[config.mk]
export PLATFORM = sky130hd
export DESIGN_NAME = tt_sel_driver
export DESIGN_NICKNAME = d
export VERILOG_FILES = /design/src/rtl/tt_sel_driver.sv
export SDC_FILE = /design/constraint.sdc
export NUM_CORES = 1
export LEC_CHECK = 0
export ABC_AREA = 1
export BUFFER_PORTS_ARGS = -buffer_cell sky130_fd_sc_hd__buf_2
export CAP_MARGIN = 20
export CORE_ASPECT_RATIO = 1.4
export CORE_MARGIN = 4
export CORE_UTILIZATION = 51
export CTS_CLUSTER_SIZE = 40
export DETAILED_ROUTE_END_ITERATION = 10
export PLACE_DENSITY = 0.82
export SLEW_MARGIN = 20
export SYNTH_ARGS = -nofsm -noshare
export SYNTH_HDL_FRONTEND = slang
export SYNTH_SLANG_ARGS = --single-unit
[constraint.sdc]
create_clock -name clk -period 1.39 [get_ports clk]
set_input_delay 0.139 -clock clk [delete_from_list [all_inputs] [get_ports clk]]
set_output_delay 0.139 -clock clk [all_outputs]
set_load 0.005 [all_outputs]
[src/rtl/tt_sel_driver.sv]
// -----------------------------------------------------------------------------
// tt_sel_driver
//
// Drives the design-select control pins of the on-chip controller. A request
// carries a target design address. The block then produces this pin sequence:
//   1. drop enable;
//   2. pulse the select counter reset;
//   3. issue `addr` increment pulses;
//   4. restore enable to the requested value.
//
// Ports:
//   clk             sole clock, rising edge
//   rst_n           asynchronous active-low reset
//   req_valid       a select request is presented
//   req_ready       request can be accepted (high only while idle)
//   req_addr        target design address, sampled on accept
//   req_ena         enable value to drive after selection, sampled on accept
//   busy            sequence in progress
//   done            one-cycle pulse when the sequence completes
//   cur_addr        address most recently completed
//   ctrl_sel_rst_n  controller select-reset pad (active low)
//   ctrl_sel_inc    controller select-increment pad
//   ctrl_ena        controller enable pad
// -----------------------------------------------------------------------------
module tt_sel_driver #(
    parameter int ADDR_W   = 10,
    parameter int HALF_PER = 4,
    parameter int RST_CYC  = 8
) (
    input  logic              clk,
    input  logic              rst_n,
    input  logic              req_valid,
    output logic              req_ready,
    input  logic [ADDR_W-1:0] req_addr,
    input  logic              req_ena,
    output logic              busy,
    output logic              done,
    output logic [ADDR_W-1:0] cur_addr,
    output logic              ctrl_sel_rst_n,
    output logic              ctrl_sel_inc,
    output logic              ctrl_ena
);

    typedef enum logic [2:0] {
        S_IDLE,
        S_DIS,
        S_RST,
        S_REL,
        S_INC_HI,
        S_INC_LO,
        S_EN
    } state_t;

    // The timer is loaded with (length - 1), so it only has to hold the
    // longest phase length minus one.
    localparam int TMAX  = (HALF_PER > RST_CYC) ? HALF_PER : RST_CYC;
    localparam int TMR_W = (TMAX > 1) ? $clog2(TMAX) : 1;

    localparam logic [TMR_W-1:0]  HP_LD   = TMR_W'(HALF_PER - 1);
    localparam logic [TMR_W-1:0]  RS_LD   = TMR_W'(RST_CYC - 1);
    localparam logic [TMR_W-1:0]  TMR_0   = '0;
    localparam logic [TMR_W-1:0]  TMR_1   = TMR_W'(1);
    localparam logic [ADDR_W-1:0] CNT_0   = '0;
    localparam logic [ADDR_W-1:0] CNT_1   = ADDR_W'(1);

    state_t            state;
    logic [TMR_W-1:0]  timer;
    logic [ADDR_W-1:0] cnt;
    logic [ADDR_W-1:0] addr_lat;
    logic              ena_lat;

    assign req_ready = (state == S_IDLE);
    assign busy      = !req_ready;

    // Every output is set on the edge that enters a state. The pins therefore
    // show the new state's values in the first cycle of that state.
    always_ff @(posedge clk or negedge rst_n) begin
        if (!rst_n) begin
            state          <= S_IDLE;
            timer          <= TMR_0;
            cnt            <= CNT_0;
            addr_lat       <= CNT_0;
            ena_lat        <= 1'b0;
            done           <= 1'b0;
            cur_addr       <= CNT_0;
            ctrl_sel_rst_n <= 1'b0;
            ctrl_sel_inc   <= 1'b0;
            ctrl_ena       <= 1'b0;
        end else begin
            done <= 1'b0;
            case (state)
                S_IDLE: begin
                    // Release the select reset held during chip reset; the
                    // controller then sits at address 0, matching cur_addr.
                    ctrl_sel_rst_n <= 1'b1;
                    ctrl_sel_inc   <= 1'b0;
                    if (req_valid) begin
                        cnt      <= req_addr;
                        addr_lat <= req_addr;
                        ena_lat  <= req_ena;
                        ctrl_ena <= 1'b0;
                        timer    <= HP_LD;
                        state    <= S_DIS;
                    end
                end

                S_DIS: begin
                    if (timer != TMR_0) begin
                        timer <= timer - TMR_1;
                    end else begin
                        ctrl_sel_rst_n <= 1'b0;
                        timer          <= RS_LD;
                        state          <= S_RST;
                    end
                end

                S_RST: begin
                    if (timer != TMR_0) begin
                        timer <= timer - TMR_1;
                    end else begin
                        ctrl_sel_rst_n <= 1'b1;
                        timer          <= HP_LD;
                        state          <= S_REL;
                    end
                end

                S_REL: begin
                    if (timer != TMR_0) begin
                        timer <= timer - TMR_1;
                    end else if (cnt != CNT_0) begin
                        ctrl_sel_inc <= 1'b1;
                        timer        <= HP_LD;
                        state        <= S_INC_HI;
                    end else begin
                        ctrl_ena <= ena_lat;
                        done     <= 1'b1;
                        cur_addr <= addr_lat;
                        state    <= S_EN;
                    end
                end

                S_INC_HI: begin
                    if (timer != TMR_0) begin
                        timer <= timer - TMR_1;
                    end else begin
                        ctrl_sel_inc <= 1'b0;
                        timer        <= HP_LD;
                        state        <= S_INC_LO;
                    end
                end

                S_INC_LO: begin
                    if (timer != TMR_0) begin
                        timer <= timer - TMR_1;
                    end else begin
                        cnt <= cnt - CNT_1;
                        // cnt == 1 means this low phase closed the last pulse.
                        if (cnt != CNT_1) begin
                            ctrl_sel_inc <= 1'b1;
                            timer        <= HP_LD;
                            state        <= S_INC_HI;
                        end else begin
                            ctrl_ena <= ena_lat;
                            done     <= 1'b1;
                            cur_addr <= addr_lat;
                            state    <= S_EN;
                        end
                    end
                end

                S_EN: begin
                    state <= S_IDLE;
                end

                default: begin
                    state <= S_IDLE;
                end
            endcase
        end
    end

endmodule

=== Yosys cells after proc, flatten, opt, wreduce, memory -nomap -nowiden ===
Cells that the tools add are included.
Widths: inputs -> output; s select.

* Bits of input ports: 14
* Word-level logic and storage cells: 93
* Memory bits (writable): 0
* Memory bits (read-only): 0
* Output and inout port bits: 16
* Flip-flop bits (word level): 41
* Memories: 0
* Bits in latches: 0

* Equality and inequality tests: 18
* Bitwise operators: 0
* Order comparisons: 0
* Divide/modulo/power cells: 0
* Multiply operators: 0
* Reductions and logical operators: 19
* Add/subtract/negate cells: 2
* Muxes and demuxes: 44
* Shift operators: 0

{| class="wikitable"
|+ Operators by type and width
! operator !! count
|-
| $mux 10 || 6
|-
| $pmux 10 s2 || 2
|-
| $mux 3 || 13
|-
| $ne 2x2->1 const B || 10
|-
| $pmux 3 s6 || 1
|-
| $reduce_and 6->1 || 3
|-
| $mux 1 || 15
|-
| $pmux 3 s5 || 1
|-
| $ne 10x1->1 const B || 1
|-
| $reduce_bool 10->1 || 1
|-
| $sub 10x1->10 const B || 1
|-
| $reduce_bool 3->1 || 3
|-
| $eq 3x2->1 const B || 2
|-
| $eq 3x3->1 const B || 2
|-
| $ne 3x3->1 const B || 2
|-
| $pmux 1 s3 || 2
|-
| $reduce_and 3->1 || 2
|-
| $reduce_and 5->1 || 1
|-
| $reduce_bool 5->1 || 1
|-
| $mux 2 || 2
|-
| $pmux 1 s4 || 1
|-
| $reduce_and 4->1 || 1
|-
| $reduce_bool 2->1 || 2
|-
| $reduce_bool 4->1 || 1
|-
| other kinds (7) || 7
|}

=== Longest topological paths before layout ===
Gate-level depths: netlist (run 1).

* Depth after elaboration: 4
* Depth in mapped cells: 10
* Gate-level depth less buffers: 10

=== Worst setup path before layout (run 1) ===
No wires, ideal clock.

* Path kind: flip-flop to flip-flop
* Start point: register cnt[0]
* End point: register cur_addr[0]
* Cell stages (with the launch flop): 11
* Setup time: 0.117 ns
* Arrival time: 1.286 ns
* Buffers on the path: 1
* Slack: -0.014 ns
* Clock period less this slack: 1.404 ns
* Cell sequence: dfrtp_1 -> inv_1 -> ha_1 -> nand2_1 -> nor2_1 -> nand3_1 -> nand2_1 -> nand3_2 -> buf_6 -> nand2_1 -> o21ai_2

* Word-level cells in the longest chain between the ends: 3
* Elaborated cells on any way between the ends: 5
* Classes of those cells: eq/ne: 3; reduce/logical: 2

{| class="wikitable"
|+ Ends and longest elaborated chain
! item !! line !! RTL
|-
| start, declared || 68 || <nowiki>logic [ADDR_W-1:0] cnt;</nowiki>
|-
| start signal, assigned || 98 || <nowiki>cnt <= req_addr;</nowiki>
|-
| start signal, assigned || 156 || <nowiki>cnt <= cnt - CNT_1;</nowiki>
|-
| $ne 10x1->1 or $reduce_bool 10->1 (tied branches) || 158, 130 ||
|-
| $ne 2x2->1 (no line) || - ||
|-
| $reduce_and 5->1 (no line) * || - ||
|-
| end signal, assigned || 137 || <nowiki>cur_addr <= addr_lat;</nowiki>
|-
| end signal, assigned || 165 || <nowiki>cur_addr <= addr_lat;</nowiki>
|-
| end, declared || 38 || <nowiki>output logic [ADDR_W-1:0] cur_addr,</nowiki>
|}

Every way passes the cells marked *; elsewhere a longest branch is shown, timed or not.
A chain may end at the register's enable or synchronous reset.

=== Final worst setup path (run 1) ===
* Start point: register state[1]
* End point: register cur_addr[6]

* Word-level cells in the longest chain between the ends: 3
* Elaborated cells on any way between the ends: 9
* Classes of those cells: eq/ne: 6; mux: 1; reduce/logical: 2

{| class="wikitable"
|+ Ends and longest elaborated chain
! item !! line !! RTL
|-
| start, declared || 66 || <nowiki>state_t state;</nowiki>
|-
| start signal, assigned || 79 || <nowiki>state <= S_IDLE;</nowiki>
|-
| start signal, assigned || 103 || <nowiki>state <= S_DIS;</nowiki>
|-
| start signal, assigned || 113 || <nowiki>state <= S_RST;</nowiki>
|-
| $eq 3x3->1 or $eq 3x2->1 (tied branches) || 91 || <nowiki>case (state)</nowiki>
|-
| $ne 2x2->1 (no line) or $reduce_bool 2->1 (tied branches) || - ||
|-
| $reduce_and 5->1 (no line) || - ||
|}

Parallel ways exist; a longest one is shown, timed or not.

==> results of run 1 <==
[cells in the mapped netlist (4+ instances only)]
cell / count
nand2_2: 4
inv_1: 41
o21ai_2: 11
nand3_1: 16
o21ai_0: 20
ha_1: 4
nor2_1: 23
buf_6: 4
dfrtp_1: 41
a21oi_1: 16
nand2_1: 86
[flip-flops by register name (all words and copies together) (netlist names)]
register	count
addr_lat	10
cnt	10
cur_addr	10
state	3
timer	3
ctrl_ena	1
ctrl_sel_inc	1
ctrl_sel_rst_n	1
done	1
ena_lat	1
[cells by family after synthesis]
| family | share of synthesized area [%] |
|---|---|
| DFF | 46.0 |
| and+or+nand+nor | 27.0 |
| buffers and inverters | 10.4 |
| adders and majority gates | 2.25 |
| AOI/OAI and AO/OA | 13.9 |
| xor gates and xnor gates | 0.393 |
[report_power, final]
group          total, mW  internal (mW)  leakage (nW)  switching, mW
registers           1.19           1.19         0.493              0
logic             0.0703         0.0226          1.15         0.0477
clock network       1.02          0.584        0.0574          0.439
total               2.28           1.80          1.70          0.487
[metal layers]
metal / global-route usage, % / vias up
met5: 0 / -
met4: 14.1 / 0
met3: 5.32 / 39
met2: 36.9 / 149
met1: 22.9 / 1092
li1: - / 1047
[timing repair]
action	in CTS	in global routing
pin swaps	8	18
hold buffers	1	0
cloned	0	4
resized for setup	33	85
setup buffers	2	10
endpoints found under the hold margin	41	0
endpoints found under the setup margin	29	42
[critical path: cells and delay by family (launching register included)]
family                 cells  cell delay [ns]
DFF                        1             0.44
buffers and inverters      3             0.39
AOI/OAI and AO/OA          1             0.14
and+or+nand+nor            4             0.50
[final cells by class]
type / count / area, µm² / area share, %
clock buffers: 6 / 82.6 / 2.50
clock inverters: 2 / 37.5 / 1.13
inverters: 44 / 170 / 5.14
multi-input cells: 196 / 1310 / 39.5
flip-flops and latches: 41 / 1030 / 31.1
well taps: 60 / 75.1 / 2.27
repair buffers: 74 / 608 / 18.4
[worst max-delay path by stage]
stage	end	slack (ns)
finish	cur_addr[6]$_DFFE_PN0P_	-0.16
global route	cur_addr[9]$_DFFE_PN0P_	-0.24
CTS	cur_addr[6]$_DFFE_PN0P_	-0.08
detailed placement	cur_addr[6]$_DFFE_PN0P_	-0.14
global placement	cur_addr[1]$_DFFE_PN0P_	-0.06
floorplan	cur_addr[0]$_DFFE_PN0P_	0.009
==> flow_metrics.env, run 1 <==
export IMPL_critical_path_reg2reg_startpoint="state[1]$_DFFE_PN0P_"
export IMPL_synth_cell_types=25
export IMPL_synth_enable_flop_cells=0
export IMPL_wl_met3_um=519
export IMPL_setup_ws_ns=-0.156
export IMPL_rrSetupSlack_ns=-0.16
export IMPL_yosys_top_cells_area="dfrtp_1 46%, nand2_1 14%, inv_1 6.9%, o21ai_0 4.5%, o21ai_2 4.3%"
export IMPL_rr_worst_depth=8
export IMPL_met1Wirelength_mm=2.58
export IMPL_dominantRegCellSynth="dfrtp_1"
export IMPL_grt_first_pass_wirelength_mm=9.06
export IMPL_unrepaired_setup_endpoints_after_global_routing="true"
export IMPL_yosys_warnings=0
export IMPL_finish_instance_area_um2=3310
export IMPL_antenna_cells=0
export IMPL_port_buffers=29
export IMPL_worst_endpoint_required_ns=1.62
export IMPL_h_tree_depth=2
export IMPL_pre_cts_ws_ns=-0.138
export IMPL_finalNonFillerCells=423
export IMPL_avgSynthCellArea_um2=7.71
export IMPL_min_to="ena_lat$_DFFE_PN0P_"
export IMPL_fp_dieH_um=86.2
export IMPL_final_hold_violation_count=0
export IMPL_ios=30
export IMPL_worstSetupStartpoint="state[1]$_DFFE_PN0P_"
export IMPL_drcViolationCount=0
export IMPL_timing_worst_slew_pin_value_ns=0.516
export IMPL_detail_route_wl_per_cell_um=16.9
export IMPL_antenna_violations_before_repair=0
export IMPL_worst_path_max_delay_cell="dfrtp_1"
export IMPL_grt_pass1_vias=2082
export IMPL_period_minus_slack_ns=1.55
export IMPL_crit_type="flip-flop to flip-flop"
export IMPL_placeable_core_area_um2=4240
export IMPL_async_flop_share_pct=100
export IMPL_worstHoldStart="req_ena"
export IMPL_area_growth_synth_to_final_pct=48.5
export IMPL_register_bit_count_reported_by_yosys=41
export IMPL_syn_cell_area_um2=2230
export IMPL_finalCritPeriodShare_pct=111
export IMPL_dr_first_iter_drc_count=167
export IMPL_grt_util_all_layers_pct=21.4
export IMPL_cts_buffers_inserted=5
export IMPL_critical_path_peak_fanout=10
export IMPL_timing_rr_end="cur_addr[6]$_DFFE_PN0P_"
export IMPL_num_vias=2327
export IMPL_cts_max_path_buffers=2
export IMPL_outcome="finished with violations"
export IMPL_total_cell_area_at_the_placement_stage_um2=2620
export IMPL_place_inst=399
export IMPL_fmaxAchievable_mhz=647
export IMPL_clock_tree_from_tritoncts="done"
export IMPL_maximum_cell_stage_delay_along_the_critical_path_ns=0.44
export IMPL_finish_utilization_pct=78.1
export IMPL_pwr_density_cell_nw_per_um2=690
export IMPL_grt_overflow_total=0
export IMPL_final_max_slew_violation_count=0
export IMPL_power_ir_vdd_worst_uv=1200
export IMPL_totalPowerFinal_mw=2.28
export IMPL_timing_clock_skew_ns=0.00607
export IMPL_worstSkewPairLatency_ns=0.30
export IMPL_max_cap_violations=0
export IMPL_fillCellCount=234
export IMPL_cp_end_kind="flip-flop"
export IMPL_max_slew_headroom_pct=65.6
export IMPL_totalWireLength_mm=7.16
export IMPL_layout_nets=380
export IMPL_highest_signal_layer="met4"
export IMPL_hpwl_mm=3.56
export IMPL_start_kind="flip-flop"
export IMPL_met2_wirelength_mm=3.72
export IMPL_critical_path_arrival_ns=1.77
export IMPL_hold_path_class="input port to flip-flop"
export IMPL_worstHoldPathCells=3
export IMPL_cts_root_buf="clkbuf_8"
export IMPL_synth_cells=289
export IMPL_cell_accounting_for_the_most_synthesized_area="dfrtp_1"
export IMPL_synthDominantCellAreaShare_pct=46.0
export IMPL_syn_nets=307
export IMPL_finalSetupViolCount=40
export IMPL_crit_path_cell_trace="inv_2 -> nand3_4 -> nand2_4 -> nand2_2 -> inv_2 -> nand3_4 -> clkbuf_16 -> o21ai_2"
export IMPL_die_area_um2=5510
export IMPL_layout_cells_most_common="nand2_1"
export IMPL_drive_gt1_share_pct=47.7
export IMPL_dieWidth_um=63.9
export IMPL_via_per_inst=5.50
export IMPL_detail_route_first_pass_iterations=5
export IMPL_detail_route_antenna_nets=0
export IMPL_mostFrequentLayoutCells="67 x nand2_1, 38 x dfrtp_1, 32 x buf_4"
export IMPL_violations="negative setup slack"
export IMPL_cts_sinks=41
export IMPL_p_leak_nw=1.70
export IMPL_gp_congestion=0.902
export IMPL_pin_count_of_the_biggest_net_entering_global_routing=42
export IMPL_floorplan_initialDensity_pct=52.6
export IMPL_fin_tns_setup_ns=-4.09
export IMPL_rows=28
export IMPL_cts_clk_slew_worst_paths_ns=0.08
export IMPL_synth_yosys_seq_area_share_pct=46.0
export IMPL_fin_worst_hold_slack_ns=0.0928
Power figures use the tool's default switching activity.
==> run 2, diff against run 1 <==
--- a/config.mk
+++ b/config.mk
@@ -10,11 +10,10 @@
 export CAP_MARGIN = 20
 export CORE_ASPECT_RATIO = 1.4
 export CORE_MARGIN = 4
-export CORE_UTILIZATION = 51
+export CORE_UTILIZATION = 57
 export CTS_CLUSTER_SIZE = 40
 export DETAILED_ROUTE_END_ITERATION = 10
-export PLACE_DENSITY = 0.82
-export SLEW_MARGIN = 20
+export PLACE_DENSITY = 0.86
 export SYNTH_ARGS = -nofsm -noshare
 export SYNTH_HDL_FRONTEND = slang
 export SYNTH_SLANG_ARGS = --single-unit
==> constraint.sdc (replaced) <==
create_clock -name clk -period 1.77 [get_ports clk]
set_input_delay 0.177 -clock clk [delete_from_list [all_inputs] [get_ports clk]]
set_output_delay 0.177 -clock clk [all_outputs]
set_load 0.005 [all_outputs]
==> flow_metrics.env, run 2 (same netlist as run 1, synthesis figures left out) <==
export IMPL_outcome="complete, no violations"
export IMPL_port_buffers=29
export IMPL_detail_route_antenna_nets=0
export IMPL_mostFrequentLayoutCells="85 x nand2_1, 41 x inv_1, 41 x dfrtp_1"
export IMPL_start_kind="flip-flop"
export IMPL_critical_path_peak_fanout=20
export IMPL_cp_end_kind="flip-flop"
export IMPL_hpwl_mm=3.37
export IMPL_power_switching_share_pct=19.7
export IMPL_crit_type="flip-flop to flip-flop"
export IMPL_largest_registers="addr_lat x10, cnt x10, cur_addr x10"
export IMPL_grt_util_all_layers_pct=20.6
export IMPL_hold_path_class="input port to flip-flop"
export IMPL_power_share_sequential_pct=55.1
export IMPL_multiInputGateArea_um2=972
export IMPL_grt_pass1_vias=1813
export IMPL_via_per_inst=5.23
export IMPL_dieWidth_um=60.8
export IMPL_timing_rr_end="cur_addr[8]$_DFFE_PN0P_"
export IMPL_cts_clk_slew_worst_paths_ns=0.07
export IMPL_min_to="ena_lat$_DFFE_PN0P_"
export IMPL_antenna_violations_before_repair=0
export IMPL_fp_dieH_um=82.0
export IMPL_worstSkewPairLatency_ns=0.29
export IMPL_drive_gt1_share_pct=20.6
export IMPL_sequential_cell_area_um2=1030
export IMPL_pin_count_of_the_biggest_net_entering_global_routing=28
export IMPL_worstHoldPathCells=3
export IMPL_timing_clock_skew_ns=0.00518
export IMPL_pwr_density_cell_nw_per_um2=671
export IMPL_cts_repair_timing_setup_buffer_count=0
export IMPL_clock_power_share_pct=41.9
export IMPL_cts_root_buf="clkbuf_8"
export IMPL_max_cap_violations=0
export IMPL_detail_route_first_pass_iterations=4
export IMPL_comb_power_share_pct=3.0
export IMPL_num_vias=1918
export IMPL_detail_route_wl_per_cell_um=12.4
export IMPL_rows=26
export IMPL_gp_congestion=0.886
export IMPL_grt_first_pass_wirelength_mm=7.71
export IMPL_power_ir_vdd_worst_uv=748
export IMPL_area_growth_synth_to_final_pct=13.6
export IMPL_drcViolationCount=0
export IMPL_layout_nets=343
export IMPL_final_hold_violation_count=0
export IMPL_h_tree_depth=2
export IMPL_power_report_internal_total_mw=1.36
export IMPL_fmaxAchievable_mhz=614
export IMPL_worst_endpoint_required_ns=1.95
export IMPL_timing_worst_slew_pin_value_ns=0.572
export IMPL_cts_buffers_inserted=5
export IMPL_period_minus_slack_ns=1.63
export IMPL_totalWireLength_mm=4.56
export IMPL_cts_sinks=41
export IMPL_grt_overflow_total=0
export IMPL_max_slew_headroom_pct=61.9
export IMPL_die_area_um2=4990
export IMPL_layout_cells_most_common="nand2_1"
export IMPL_fin_tns_setup_ns=0
export IMPL_finalSetupViolCount=0
export IMPL_final_max_slew_violation_count=0
export IMPL_totalPowerFinal_mw=1.70
export IMPL_placeable_core_area_um2=3710
export IMPL_dr_first_iter_drc_count=101
export IMPL_fin_worst_hold_slack_ns=0.149
export IMPL_rr_worst_depth=10
export IMPL_finalCritPeriodShare_pct=92.0
export IMPL_switching_power_mw=0.334
export IMPL_critical_path_reg2reg_startpoint="cnt[0]$_DFFE_PN0P_"
export IMPL_antenna_cells=0
export IMPL_critical_path_arrival_ns=1.81
export IMPL_floorplan_initialDensity_pct=60.1
export IMPL_worstHoldStart="req_ena"
export IMPL_cts_max_path_buffers=2
export IMPL_unrepaired_setup_endpoints_after_global_routing="false"
export IMPL_fillCellCount=304
export IMPL_clock_tree_from_tritoncts="done"
export IMPL_rrSetupSlack_ns=0.14
export IMPL_ios=30
export IMPL_p_leak_nw=1.39
## run 2: cell count changes in the layout (fill, tap and decap cells not counted), moves of 11 or more
cell	before	now
nand2_2	16	5
nand2_1	67	85
o21ai_1	13	2
o21ai_0	4	20
buf_4	32	6
nor2_1	9	23
## run 2: final cells by class
type                            instances  share of cell area, %
Sequential cell                        41                   40.5
Multi-Input combinational cell        196                   38.4
Timing Repair Buffer                   37                   8.35
Inverter                               44                   6.52
Clock buffer                            5                   2.72
Tap cell                               42                   2.08
Clock inverter                          2                   1.38
## run 2: critical path, cell delays in order (launching register included)
cell and delay (ns):
dfrtp_1 0.40, inv_1 0.09, ha_1 0.19, nand2_1 0.11
nor2_1 0.14, nand3_1 0.09, nand2_1 0.11, nand3_2 0.08
buf_6 0.18, nand2_1 0.08, o21ai_2 0.05
## run 2: how the worst max path moves through the flow
| stage | from | end | cells past startpoint |
|---|---|---|---|
| final | cnt[0]$_DFFE_PN0P_ | cur_addr[8]$_DFFE_PN0P_ | 10 |
| after global routing | cnt[1]$_DFFE_PN0P_ | cur_addr[9]$_DFFE_PN0P_ | 10 |
| after floorplan | cnt[0]$_DFFE_PN0P_ | cur_addr[0]$_DFFE_PN0P_ | 10 |
| after CTS | timer[0]$_DFFE_PN0P_ | cur_addr[2]$_DFFE_PN0P_ | 10 |
| after global placement | cnt[0]$_DFFE_PN0P_ | cur_addr[3]$_DFFE_PN0P_ | 10 |
| after detailed placement | cnt[0]$_DFFE_PN0P_ | cur_addr[2]$_DFFE_PN0P_ | 10 |
## run 2: repair_timing
item,4_1_cts,5_1_grt
hold buffers,1,0
resized for setup,0,2
endpoints found under the setup margin,0,12
hold endpoints to repair,25,0
## run 2: stage by stage
step / util (%) / instances / worst slack (ns) / instance area [µm²]
floorplan: - / 289 / 0.366 / 2230
global placement: 65.0 / 359 / 0.150 / 2410
detailed placement: 65.0 / 359 / 0.115 / 2410
CTS: 68.1 / 367 / 0.0845 / 2520
global route: 68.3 / 367 / 0.0149 / 2530
finish: 68.3 / 367 / 0.142 / 2530
## run 2: per-layer routing
metal | part of all wire, % | vias up | track usage, %
met5 | 0 | - | 0
met4 | 2.1 | 0 | 8.68
met3 | 5.5 | 9 | 3.93
met2 | 50 | 56 | 36.0
met1 | 43 | 878 | 24.2
li1 | - | 975 | -
## run 2: power groups by stage
stage          logic, mW  clock network (mW)  registers (mW)
3_3_place_gp      0.0486                   0           0.954
3_5_place_dp      0.0498                   0           0.954
6_report          0.0508               0.711           0.936
2_1_floorplan    0.00854                   0           0.955
4_1_cts           0.0517               0.725           0.936
5_1_grt           0.0580               0.764           0.936
==> run 3, diff against run 2 <==
==> constraint.sdc (replaced) <==
create_clock -name clk -period 1.59 [get_ports clk]
set_input_delay 0.159 -clock clk [delete_from_list [all_inputs] [get_ports clk]]
set_output_delay 0.159 -clock clk [all_outputs]
set_load 0.005 [all_outputs]
==> flow_metrics.env, run 3 (same netlist as run 1, synthesis figures left out) <==
export IMPL_num_vias=1899
export IMPL_grt_overflow_total=0
export IMPL_grt_first_pass_wirelength_mm=7.67
export IMPL_max_cap_violations=0
export IMPL_timing_worst_slew_pin_value_ns=0.597
export IMPL_p_leak_nw=1.41
export IMPL_mostFrequentLayoutCells="81 x nand2_1, 39 x dfrtp_1, 37 x inv_1"
export IMPL_outcome="complete, no violations"
export IMPL_finalSetupViolCount=0
export IMPL_pwr_density_cell_nw_per_um2=740
export IMPL_final_max_slew_violation_count=0
export IMPL_cts_max_path_buffers=2
export IMPL_finish_instance_area_um2=2650
export IMPL_die_area_um2=4990
export IMPL_layout_cells_most_common="nand2_1"
export IMPL_fmaxAchievable_mhz=671
export IMPL_hpwl_mm=3.35
export IMPL_area_growth_synth_to_final_pct=18.9
export IMPL_dieWidth_um=60.8
export IMPL_drcViolationCount=0
export IMPL_max_slew_headroom_pct=60.2
export IMPL_hold_path_class="input port to flip-flop"
export IMPL_floorplan_initialDensity_pct=60.1
export IMPL_cp_end_kind="output port"
export IMPL_detail_route_first_pass_iterations=4
export IMPL_total_cell_area_at_the_placement_stage_um2=2450
export IMPL_cts_clk_slew_worst_paths_ns=0.07
export IMPL_critical_path_arrival_ns=1.33
export IMPL_drive_gt1_share_pct=27.5
export IMPL_cts_root_buf="clkbuf_8"
export IMPL_placeable_core_area_um2=3710
export IMPL_via_per_inst=5.09
export IMPL_clock_tree_from_tritoncts="done"
export IMPL_detail_route_antenna_nets=0
export IMPL_h_tree_depth=2
export IMPL_dr_first_iter_drc_count=88
export IMPL_worst_endpoint_required_ns=1.43
export IMPL_cts_buffers_inserted=5
export IMPL_grt_util_all_layers_pct=20.4
export IMPL_totalWireLength_mm=4.61
export IMPL_antenna_violations_before_repair=0
export IMPL_ios=30
export IMPL_timing_clock_skew_ns=0.00416
export IMPL_pre_cts_ws_ns=0.0135
export IMPL_final_hold_violation_count=0
export IMPL_largest_registers="addr_lat x10, cnt x10, cur_addr x10"
export IMPL_period_minus_slack_ns=1.49
export IMPL_layout_nets=348
export IMPL_totalPowerFinal_mw=1.96
export IMPL_rows=26
export IMPL_detail_route_wl_per_cell_um=12.4
export IMPL_finish_utilization_pct=71.5
export IMPL_pin_count_of_the_biggest_net_entering_global_routing=28
export IMPL_crit_type="flip-flop to output port"
export IMPL_finalNonFillerCells=373
export IMPL_worstHoldPathCells=3
export IMPL_worstSkewPairLatency_ns=0.29
export IMPL_gp_congestion=0.941
export IMPL_port_buffers=29
export IMPL_place_inst=362
export IMPL_start_kind="flip-flop"
export IMPL_finalCritPeriodShare_pct=93.7
export IMPL_power_ir_vdd_worst_uv=771
export IMPL_grt_pass1_vias=1768
export IMPL_fp_dieH_um=82.0
export IMPL_cts_sinks=41
export IMPL_critical_path_peak_fanout=5
export IMPL_setup_ws_ns=0.100
export IMPL_rr_worst_depth=10
export IMPL_antenna_cells=0
==> run 3: changes by cell type in the layout (fill, tap and decap cells not counted), moves of 2 or more <==
cell and delta:
dfrtp_1 -2, nor2_1 -3, nand2_2 +4, inv_1 -4, dfrtp_2 +2, clkinvlp_4 +2
nand3_1 -3, nor2_2 +3, nand2_1 -4, inv_2 +3, nand3_2 +3, buf_4 +5
==> run 3: path summary, 6_finish.rpt <==
path,start,to,slack [ns]
worst min-delay path,req_ena,ena_lat$_DFFE_PN0P_,0.13
worst max register to register,cnt[0]$_DFFE_PN0P_,cur_addr[5]$_DFFE_PN0P_,0.11
worst min register to register,cur_addr[7]$_DFFE_PN0P_,cur_addr[7]$_DFFE_PN0P_,0.48
worst max-delay path,state[0]$_DFFE_PN0P_,busy,0.10
min in group asynchronous,rst_n,cnt[7]$_DFFE_PN0P_,0.40
max in group asynchronous,rst_n,addr_lat[2]$_DFFE_PN0P_,0.62
==> run 3: layout make-up <==
cell class / instances / area (µm²)
fill: 298 / 1060
sequential: 41 / 1030
multi-input combinational: 196 / 1020
timing repair buffer: 42 / 258
inverter: 44 / 169
clock buffer: 6 / 82.6
tap: 42 / 52.6
clock inverter: 2 / 37.5
==> run 3: where the power goes <==
group | switching (mW) | internal [mW]
clock network | 0.353 | 0.510
registers | 0 | 1.04
logic | 0.0371 | 0.0207
total | 0.390 | 1.57
==> run 3: timing repair <==
action                     4_1_cts  5_1_grt
hold endpoints to repair        25        0
hold buffers                     1        0
pin swaps                        0        2
buffers inserted                 0        2
setup endpoints to repair        1       22
gates resized for setup          1       19
==> run 3: per-stage QoR <==
step / TNS, ns / hold slack (ns)
final: 0 / 0.133
after detailed placement: 0 / 0.208
after global placement: 0 / 0.202
after floorplan: 0 / -0.137
after CTS: 0 / 0.125
after global routing: -0.129 / 0.138
==> run 3: critical path, cell delays in order, from the launching register on <==
cell     delay (ns)
dfrtp_1        0.48
inv_2          0.12
nand2_2        0.09
nor2_4         0.14
inv_1          0.08
buf_2          0.13
==> run 3: routing by layer <==
| metal | wire length [µm] | global-route usage [%] |
|---|---|---|
| met1 | 1960 | 25.4 |
| met2 | 2340 | 34.8 |
| met3 | 212 | 3.77 |
| met4 | 95 | 7.16 |
| met5 | 0 | 0 |
